--- src/rtl/ring_link_tx.sv ---
// Credit-based ring link transmitter: pops the local fall-through FIFO, registers flits onto the link.
// Latency: 1 cycle pop-to-link. Backpressure: never pops without a downstream credit.
module ring_link_tx #(
  parameter int WIDTH   = 8,
  parameter int CREDITS = 2,
  parameter int CRD_W   = $clog2(CREDITS + 1)
) (
  input  logic             clk,
  input  logic             rst,
  input  logic             iEn,
  input  logic             iFifoEmpty,
  input  logic [WIDTH-1:0] iFifoDat,
  output logic             oFifoRdEn,
  output logic             oLinkVld,
  output logic [WIDTH-1:0] oLinkDat,
  input  logic             iLinkCrd,
  output logic [CRD_W-1:0] oCrdCnt,
  output logic             oIdle,
  output logic             oCrdErr
);

  localparam logic [CRD_W-1:0] CRD_FULL = CRD_W'(CREDITS);
  localparam logic [CRD_W-1:0] CRD_ONE  = CRD_W'(1);

  typedef enum logic [1:0] {
    IDLE  = 2'd0,
    RUN   = 2'd1,
    DRAIN = 2'd2
  } state_t;

  state_t           state;
  state_t           state_nxt;
  logic [CRD_W-1:0] crd_cnt;
  logic             pop;

  // Only the registered count gates a pop; a credit arriving this cycle is usable next cycle.
  assign pop       = (state == RUN) && !iFifoEmpty && (crd_cnt != '0);
  assign oFifoRdEn = pop;
  assign oCrdCnt   = crd_cnt;
  assign oIdle     = (state == IDLE);

  always_comb begin
    state_nxt = state;
    case (state)
      IDLE:    if (iEn) state_nxt = RUN;
      RUN:     if (!iEn) state_nxt = DRAIN;
      DRAIN: begin
        if (iEn)                      state_nxt = RUN;
        else if (crd_cnt == CRD_FULL) state_nxt = IDLE;
      end
      default: state_nxt = IDLE;
    endcase
  end

  always_ff @(posedge clk) begin
    if (rst) begin
      state    <= IDLE;
      crd_cnt  <= CRD_FULL;
      oLinkVld <= 1'b0;
      oLinkDat <= '0;
      oCrdErr  <= 1'b0;
    end else begin
      state    <= state_nxt;
      oLinkVld <= pop;
      if (pop) oLinkDat <= iFifoDat;
      case ({pop, iLinkCrd})
        2'b10: crd_cnt <= crd_cnt - CRD_ONE;
        2'b01: begin
          // A credit beyond the receiver depth means the peer is out of sync; saturate and flag it.
          if (crd_cnt == CRD_FULL) oCrdErr <= 1'b1;
          else                     crd_cnt <= crd_cnt + CRD_ONE;
        end
        default: crd_cnt <= crd_cnt;
      endcase
    end
  end

endmodule

--- config.mk ---
export PLATFORM = sky130hd
export DESIGN_NAME = ring_link_tx
export DESIGN_NICKNAME = d
export VERILOG_FILES = /design/src/rtl/ring_link_tx.sv
export SDC_FILE = /design/constraint.sdc
export NUM_CORES = 1
export LEC_CHECK = 0
export ABC_CLOCK_PERIOD_IN_PS = 2300
export CELL_PAD_IN_SITES_DETAIL_PLACEMENT = 2
export CELL_PAD_IN_SITES_GLOBAL_PLACEMENT = 2
export CORE_ASPECT_RATIO = 0.5
export CORE_MARGIN = 1
export CORE_UTILIZATION = 23
export CTS_CLUSTER_DIAMETER = 80
export CTS_CLUSTER_SIZE = 20
export DETAILED_ROUTE_END_ITERATION = 16
export HOLD_SLACK_MARGIN = 0.06
export PLACE_DENSITY = 0.73
export RECOVER_POWER = 100
export SYNTH_ARGS = -nofsm -noshare
export SYNTH_HDL_FRONTEND = slang
export SYNTH_SLANG_ARGS = --single-unit
--- constraint.sdc ---
create_clock -name clk -period 2.3 [get_ports clk]
set_clock_uncertainty 0.2 [all_clocks]
set_input_delay 0.575 -clock clk [delete_from_list [all_inputs] [get_ports clk]]
set_output_delay 0.575 -clock clk [all_outputs]
set_load 0.05 [all_outputs]
==> run_results.csv, run 1 <==
group,metric,value,unit
floorplanning,coreArea,0.002603,mm^2
global_routing,grt_pass1_vias,575,
cells_and_area,drive_gt1_share,10.53,%
sta,final-max-slew-violation-count,0,
worst_setup_path,cp.arrival,1.48,ns
route,wl,1.781,mm
yosys,synth.most_common_cell,"nand2b_1",
yosys,synthTopCellsByCount,"nand2b_1 (17), dfxtp_1 (14), mux2i_1 (8)",
clock_tree,h-tree-depth,1,
worst_setup_path,critPathMaxFanout,2,
worst_setup_path,r2r-start,"state[0]",
route,drt.antenna.violating_nets,0,
yosys,synth.cell_area,636.9,um^2
yosys,ys_seq_area_share,44.01,%
clock_tree,cts.sinks,14,
cells_and_area,n_fill_cell,289,
yosys,synth_edf_count,0,
global_routing,antenna_found_initial,0,
yosys,ys.flop_type,"dfxtp_1",
pwr,ir_drop,285.6,uV
hold_path,worstHoldStart,"oLinkDat[5]",
pwr,p_total,637.6,uW
hold_path,hold_path_class,"register to register",
route,via_per_inst,4.303,
yosys,ys_warn_count,0,
route,vias,568,
hold_path,whs_path_depth,2,
cells_and_area,diodes,0,
placement,gp_congestion,0.6730,
route,drt-pass1-iter-count,4,
placement,dp.cells,127,
global_routing,grt_use_total,13.11,%
yosys,synth_seq_cells,14,
clock_tree,tritoncts,"done",
worst_setup_path,reg2reg_setup_slack,0.37,ns
yosys,synth_area_leaders,"dfxtp_1 (44%), nand2b_1 (17%), mux2i_1 (13%)",
route,avgRoutedWirePerCell,13.49,um
clock_tree,cts_root_buf,"clkbuf_8",
floorplanning,rows,13,
flow_run,drv_cap,0,
yosys,synth.largest_area_cell,"dfxtp_1",
pwr,power_leakage,0.0003821,uW
yosys,synth_nets,77,
pwr,power_density,644.2,mW/mm^2
sta,max_freq,444.1,MHz
yosys,synthArstFlopShare,0,%
clock_tree,cts_max_path_buffers,2,
clock_tree,postCtsHoldBufs,0,
floorplanning,initial_utilization,24.47,%
sta,hold_viol_final,0,
floorplanning,die_area,0.002996,mm^2
worst_setup_path,r2r-end,"oCrdCnt[0]",
clock_tree,clk_latency,0.25,ns
global_routing,grt-ovfl-total,0,
cells_and_area,area_growth,55.40,%
sta,setup_viol,0,
global_routing,grt_max_degree,18,
yosys,syn_avg_cell_area,9.951,um^2
worst_setup_path,crit_type,"input port to primary output",
floorplanning,io_pins,27,
run_status,status,"completed",
sta,rsz0062_at_grt,"no",
global_routing,grt_pass1_wl,2.815,mm
cells_and_area,final_net_count,109,
worst_setup_path,worstSetupEndpointType,"primary output",
worst_setup_path,r2r_cells,4,
cells_and_area,final_cells,132,
floorplanning,die_y,39.21,um
sta,post-route-period-util,97.91,%
placement,io_buffer_count,26,
placement,hpwl,1.396,mm
floorplanning,die_w,76.42,um
hold_path,whs_endpoint,"oLinkDat[5]",
route,drt_iter0_drc,24,
sta,tightestPinTransition,0.6172,ns
clock_tree,cts_buffers,3,
yosys,synth_cells,64,
clock_tree,clk_pin_slew,0.06,ns
worst_setup_path,worstPathRequired,1.52,ns
route,drc_errors,0,
sta,fin_crit,2.252,ns
sta,relSlewSlack,59.03,%
worst_setup_path,startpoint_type,"input port",
yosys,yosys.area.top_type_share,44.01,%
yosys,post_synth_num_cell_types,23,
==> state kept, by name, summed over array words and instances (netlist names) <==
register  flops
oLinkDat      8
oCrdCnt       2
state         2
oCrdErr       1
oLinkVld      1
==> cell usage in the layout (no fill, tap or decap), types with 2 or more instances in the layout <==
cell type,n
inv_1,2
dlygate4sd3_1,8
clkdlybuf4s50_1,13
dfxtp_1,14
clkbuf_8,4
clkbuf_1,4
a211oi_1,2
mux2i_1,8
nand2b_1,17
nor2_1,3
==> stage by stage <==
| stage | hold WS (ns) | instance area, um^2 | setup slack (ns) | setup TNS (ns) | utilization [%] |
|---|---|---|---|---|---|
| 2_1_floorplan | 0.2548 | 636.9 | 0.01275 | 0 | - |
| 3_5_place_dp | 0.2705 | 949.7 | -0.1716 | -0.3310 | 36.49 |
| 4_1_cts | 0.2825 | 1013 | 0.03900 | 0 | 38.94 |
| 5_1_grt | 0.3030 | 989.7 | 0.007000 | 0 | 38.03 |
| 6_report | 0.2788 | 989.7 | 0.04816 | 0 | 38.03 |
| 3_3_place_gp | 0.2589 | 949.7 | -0.1576 | -0.2440 | 36.49 |
==> kinds of logic (layout without fill, tap and decap cells) <==
kind of cell,Yosys count,count (layout),share of synthesized area (%)
and+or+nand+nor,29,29,29.27
DFF,14,14,44.01
muxes,8,8,12.57
AOI/OAI and AO/OA,7,7,8.642
buffers and inverters,5,36,4.126
xor gates and xnor gates,1,1,1.375
==> routing by layer <==
metal | global-route usage [%] | vias to the layer above | wire, um
met4 | 4.327 | 0 | 19
met3 | 4.235 | 2 | 49
met5 | 0 | - | 0
li1 | - | 279 | -
met2 | 25.68 | 9 | 953
met1 | 14.05 | 278 | 758
==> area by class of cell <==
cell class | instances | area [um^2] | area share, %
inverters | 2 | 7.507 | 0.7585
flip-flops and latches | 14 | 280.3 | 28.32
well taps | 37 | 46.29 | 4.678
clock buffers | 4 | 55.05 | 5.563
multi-input cells | 45 | 326.6 | 33.00
repair buffers | 30 | 274.0 | 27.69
==> power breakdown <==
part / total (uW) / internal (uW) / leakage, uW / switching, uW
logic: 131 / 54.6 / 0.000239 / 76.3
clock network: 242 / 152 / 0.0000288 / 90.3
registers: 265 / 254 / 0.000114 / 10.2
total: 638 / 461 / 0.000382 / 177
==> critical path: stages <==
cell	delay, ns
dlygate4sd2_1	0.23
or3b_4	0.41
nor2_4	0.12
buf_12	0.14
==> how the worst max path moves through the flow <==
stage / startpoint / end / slack [ns] / cells after the start
2_1_floorplan: iFifoEmpty / oFifoRdEn / 0.01 / 3
3_3_place_gp: iFifoEmpty / oFifoRdEn / -0.16 / 4
3_5_place_dp: iFifoEmpty / oFifoRdEn / -0.17 / 4
4_1_cts: iFifoEmpty / oFifoRdEn / 0.04 / 4
5_1_grt: iFifoEmpty / oFifoRdEn / 0.007 / 4
6_report: iFifoEmpty / oFifoRdEn / 0.05 / 4
==> repair_timing <==
action / in CTS / in global routing
buffers inserted: 1 / 0
endpoints found under the setup margin: 1 / 0
resized for setup: 2 / 0
(Power assumes the default switching activity.)
==> inputs of run 2 (changes only) <==
==> constraint.sdc (replaced) <==
create_clock -name clk -period 2.3 [get_ports clk]
set_clock_uncertainty 0.2 [all_clocks]
set_input_delay 0.575 -clock clk [delete_from_list [all_inputs] [get_ports clk]]
set_output_delay 0.575 -clock clk [all_outputs]
set_load 0.02 [all_outputs]
==> run_results.csv, run 2 (same netlist as run 1, synthesis figures left out) <==
group,metric,value,unit
run_status,status,"completed",
cells_and_area,drive_gt1_share,11.34,%
sta,max_freq,442.6,MHz
worst_setup_path,crit_family,"simple AND/OR/NAND/NOR gates",
cells_and_area,layout_common_cells,"nand2b_1 (17), dfxtp_1 (14), dlygate4sd3_1 (13), clkdlybuf4s50_1 (11), mux2i_1 (8)",
route,via_per_inst,4.246,
clock_tree,postCtsHoldBufs,0,
clock_tree,cts_max_path_buffers,2,
sta,rsz0062_at_grt,"no",
clock_tree,clk_pin_slew,0.06,ns
hold_path,whs_path_depth,2,
floorplanning,io_pins,27,
placement,gp_congestion,0.6647,
sta,fin_crit,2.259,ns
pwr,power_leakage,0.0004055,uW
sta,tightestPinTransition,0.5750,ns
route,drc_errors,0,
global_routing,grt_use_total,14.02,%
global_routing,antenna_found_initial,0,
placement,io_buffer_count,26,
hold_path,hold_path_class,"register to register",
placement,dp.cells,129,
worst_setup_path,startpoint_type,"input port",
pwr,p_total,612.2,uW
route,avgRoutedWirePerCell,14.76,um
cells_and_area,area_growth,57.96,%
worst_setup_path,critPathSlowestCell,"or3b_4",
route,drt.antenna.violating_nets,0,
placement,hpwl,1.491,mm
worst_setup_path,r2r_cells,4,
route,vias,569,
floorplanning,rows,13,
hold_path,worstHoldStart,"oCrdErr",
global_routing,grt-ovfl-total,0,
cells_and_area,post-route-cell-area,0.001006,mm^2
cells_and_area,largest_reg_flops,8,
placement,pre_cts_slack,-0.6534,ns
worst_setup_path,cpPeakStageDelay,0.41,ns
cells_and_area,final_cells,134,
worst_setup_path,worstPathRequired,1.52,ns
floorplanning,die_w,76.42,um
worst_setup_path,cp.arrival,1.48,ns
sta,final-max-slew-violation-count,0,
worst_setup_path,r2r-start,"state[0]",
worst_setup_path,worstSetupEndpointType,"primary output",
clock_tree,tritoncts,"done",
cells_and_area,final_net_count,111,
pwr,power_density,608.6,mW/mm^2
worst_setup_path,reg2reg_setup_slack,0.38,ns
floorplanning,die_y,39.21,um
worst_setup_path,crit_chain,"dlygate4sd2_1 > or3b_4 > nor2_2 > buf_6",
cells_and_area,diodes,0,
cells_and_area,regMostFlops,"oLinkDat",
clock_tree,cts_root_buf,"clkbuf_8",
sta,setup-tns-final,0,ns
clock_tree,cts_buffers,3,
clock_tree,clk_latency,0.24,ns
sta,hold_viol_final,0,
sta,setup_viol,0,
floorplanning,die_area,0.002996,mm^2
flow_run,drv_cap,0,
cells_and_area,layout_commonest_cell,"nand2b_1",
clock_tree,h-tree-depth,1,
floorplanning,initial_utilization,24.47,%
clock_tree,cts.sinks,14,
hold_path,whs_endpoint,"oCrdErr",
sta,relSlewSlack,61.66,%
worst_setup_path,crit_type,"input port to primary output",
sta,post-route-period-util,98.24,%
route,drt-pass1-iter-count,4,
worst_setup_path,r2r-end,"oCrdCnt[0]",
sta,fin_ws,0.04054,ns
floorplanning,coreArea,0.002603,mm^2
global_routing,grt_max_degree,19,
placement,dpl_cell_area,962.2,um^2
global_routing,grt_pass1_wl,3.125,mm
worst_setup_path,worst-path-buf-inv,2,
global_routing,grt_pass1_vias,603,
route,wl,1.978,mm
worst_setup_path,critPathMaxFanout,2,
pwr,ir_drop,234.4,uV
route,drt_iter0_drc,28,
run 2: changes by cell type in the layout (fill, tap and decap cells not counted):
cell / change
buf_12: -1
nor2_2: +1
clkbuf_4: -1
buf_6: +1
clkbuf_1: -2
nor2_4: -1
buf_4: +2
clkdlybuf4s50_1: -2
dlygate4sd3_1: +5
run 2: what timing repair did:
action	4_1_cts	5_1_grt
setup buffers	1	0
gates resized for setup	8	0
setup endpoints to repair	1	0
run 2: worst max path at each step:
stage / startpoint / end / cells after the start
finish: iFifoEmpty / oFifoRdEn / 4
global route: iFifoEmpty / oFifoRdEn / 4
CTS: iFifoEmpty / oFifoRdEn / 4
detailed placement: iFifoEmpty / oFifoRdEn / 4
global placement: iFifoEmpty / oFifoRdEn / 4
floorplan: iFifoEmpty / oFifoRdEn / 3
run 2: layout make-up:
cell class | instances | area [um^2]
clock buffers | 4 | 55.05
fillers | 296 | 1597
inverters | 2 | 7.507
multi-input cells | 45 | 321.6
flip-flops and latches | 14 | 280.3
well taps | 37 | 46.29
repair buffers | 32 | 295.3
run 2: layer usage:
metal  vias up  global-route usage (%)  part of all wire, %
met5         -                       0                    0
met4         0                   1.442                    0
met3         0                   2.824                  1.7
met2        10                   29.28                   54
met1       273                   15.80                   44
li1        286                       -                    -
run 2: worst register-to-register path, cell delays in order (launching register included):
cell and delay, ns:
dfxtp_1 0.35, or3b_4 0.40, clkbuf_1 0.21, or3_1 0.38, a221oi_1 0.29
run 2: power by group:
| part | total (uW) | switching, uW | internal (uW) |
|---|---|---|---|
| logic | 109 | 51.4 | 57.4 |
| registers | 264 | 9.64 | 254 |
| clock network | 239 | 87.8 | 151 |
| total | 612 | 149 | 463 |
run 2: per-stage QoR:
step                hold slack, ns  util [%]
floorplan                   0.2548         -
global placement            0.2590     36.97
detailed placement          0.2693     36.97
CTS                         0.2835     39.47
global route                0.3005     38.65
finish                      0.2769     38.65
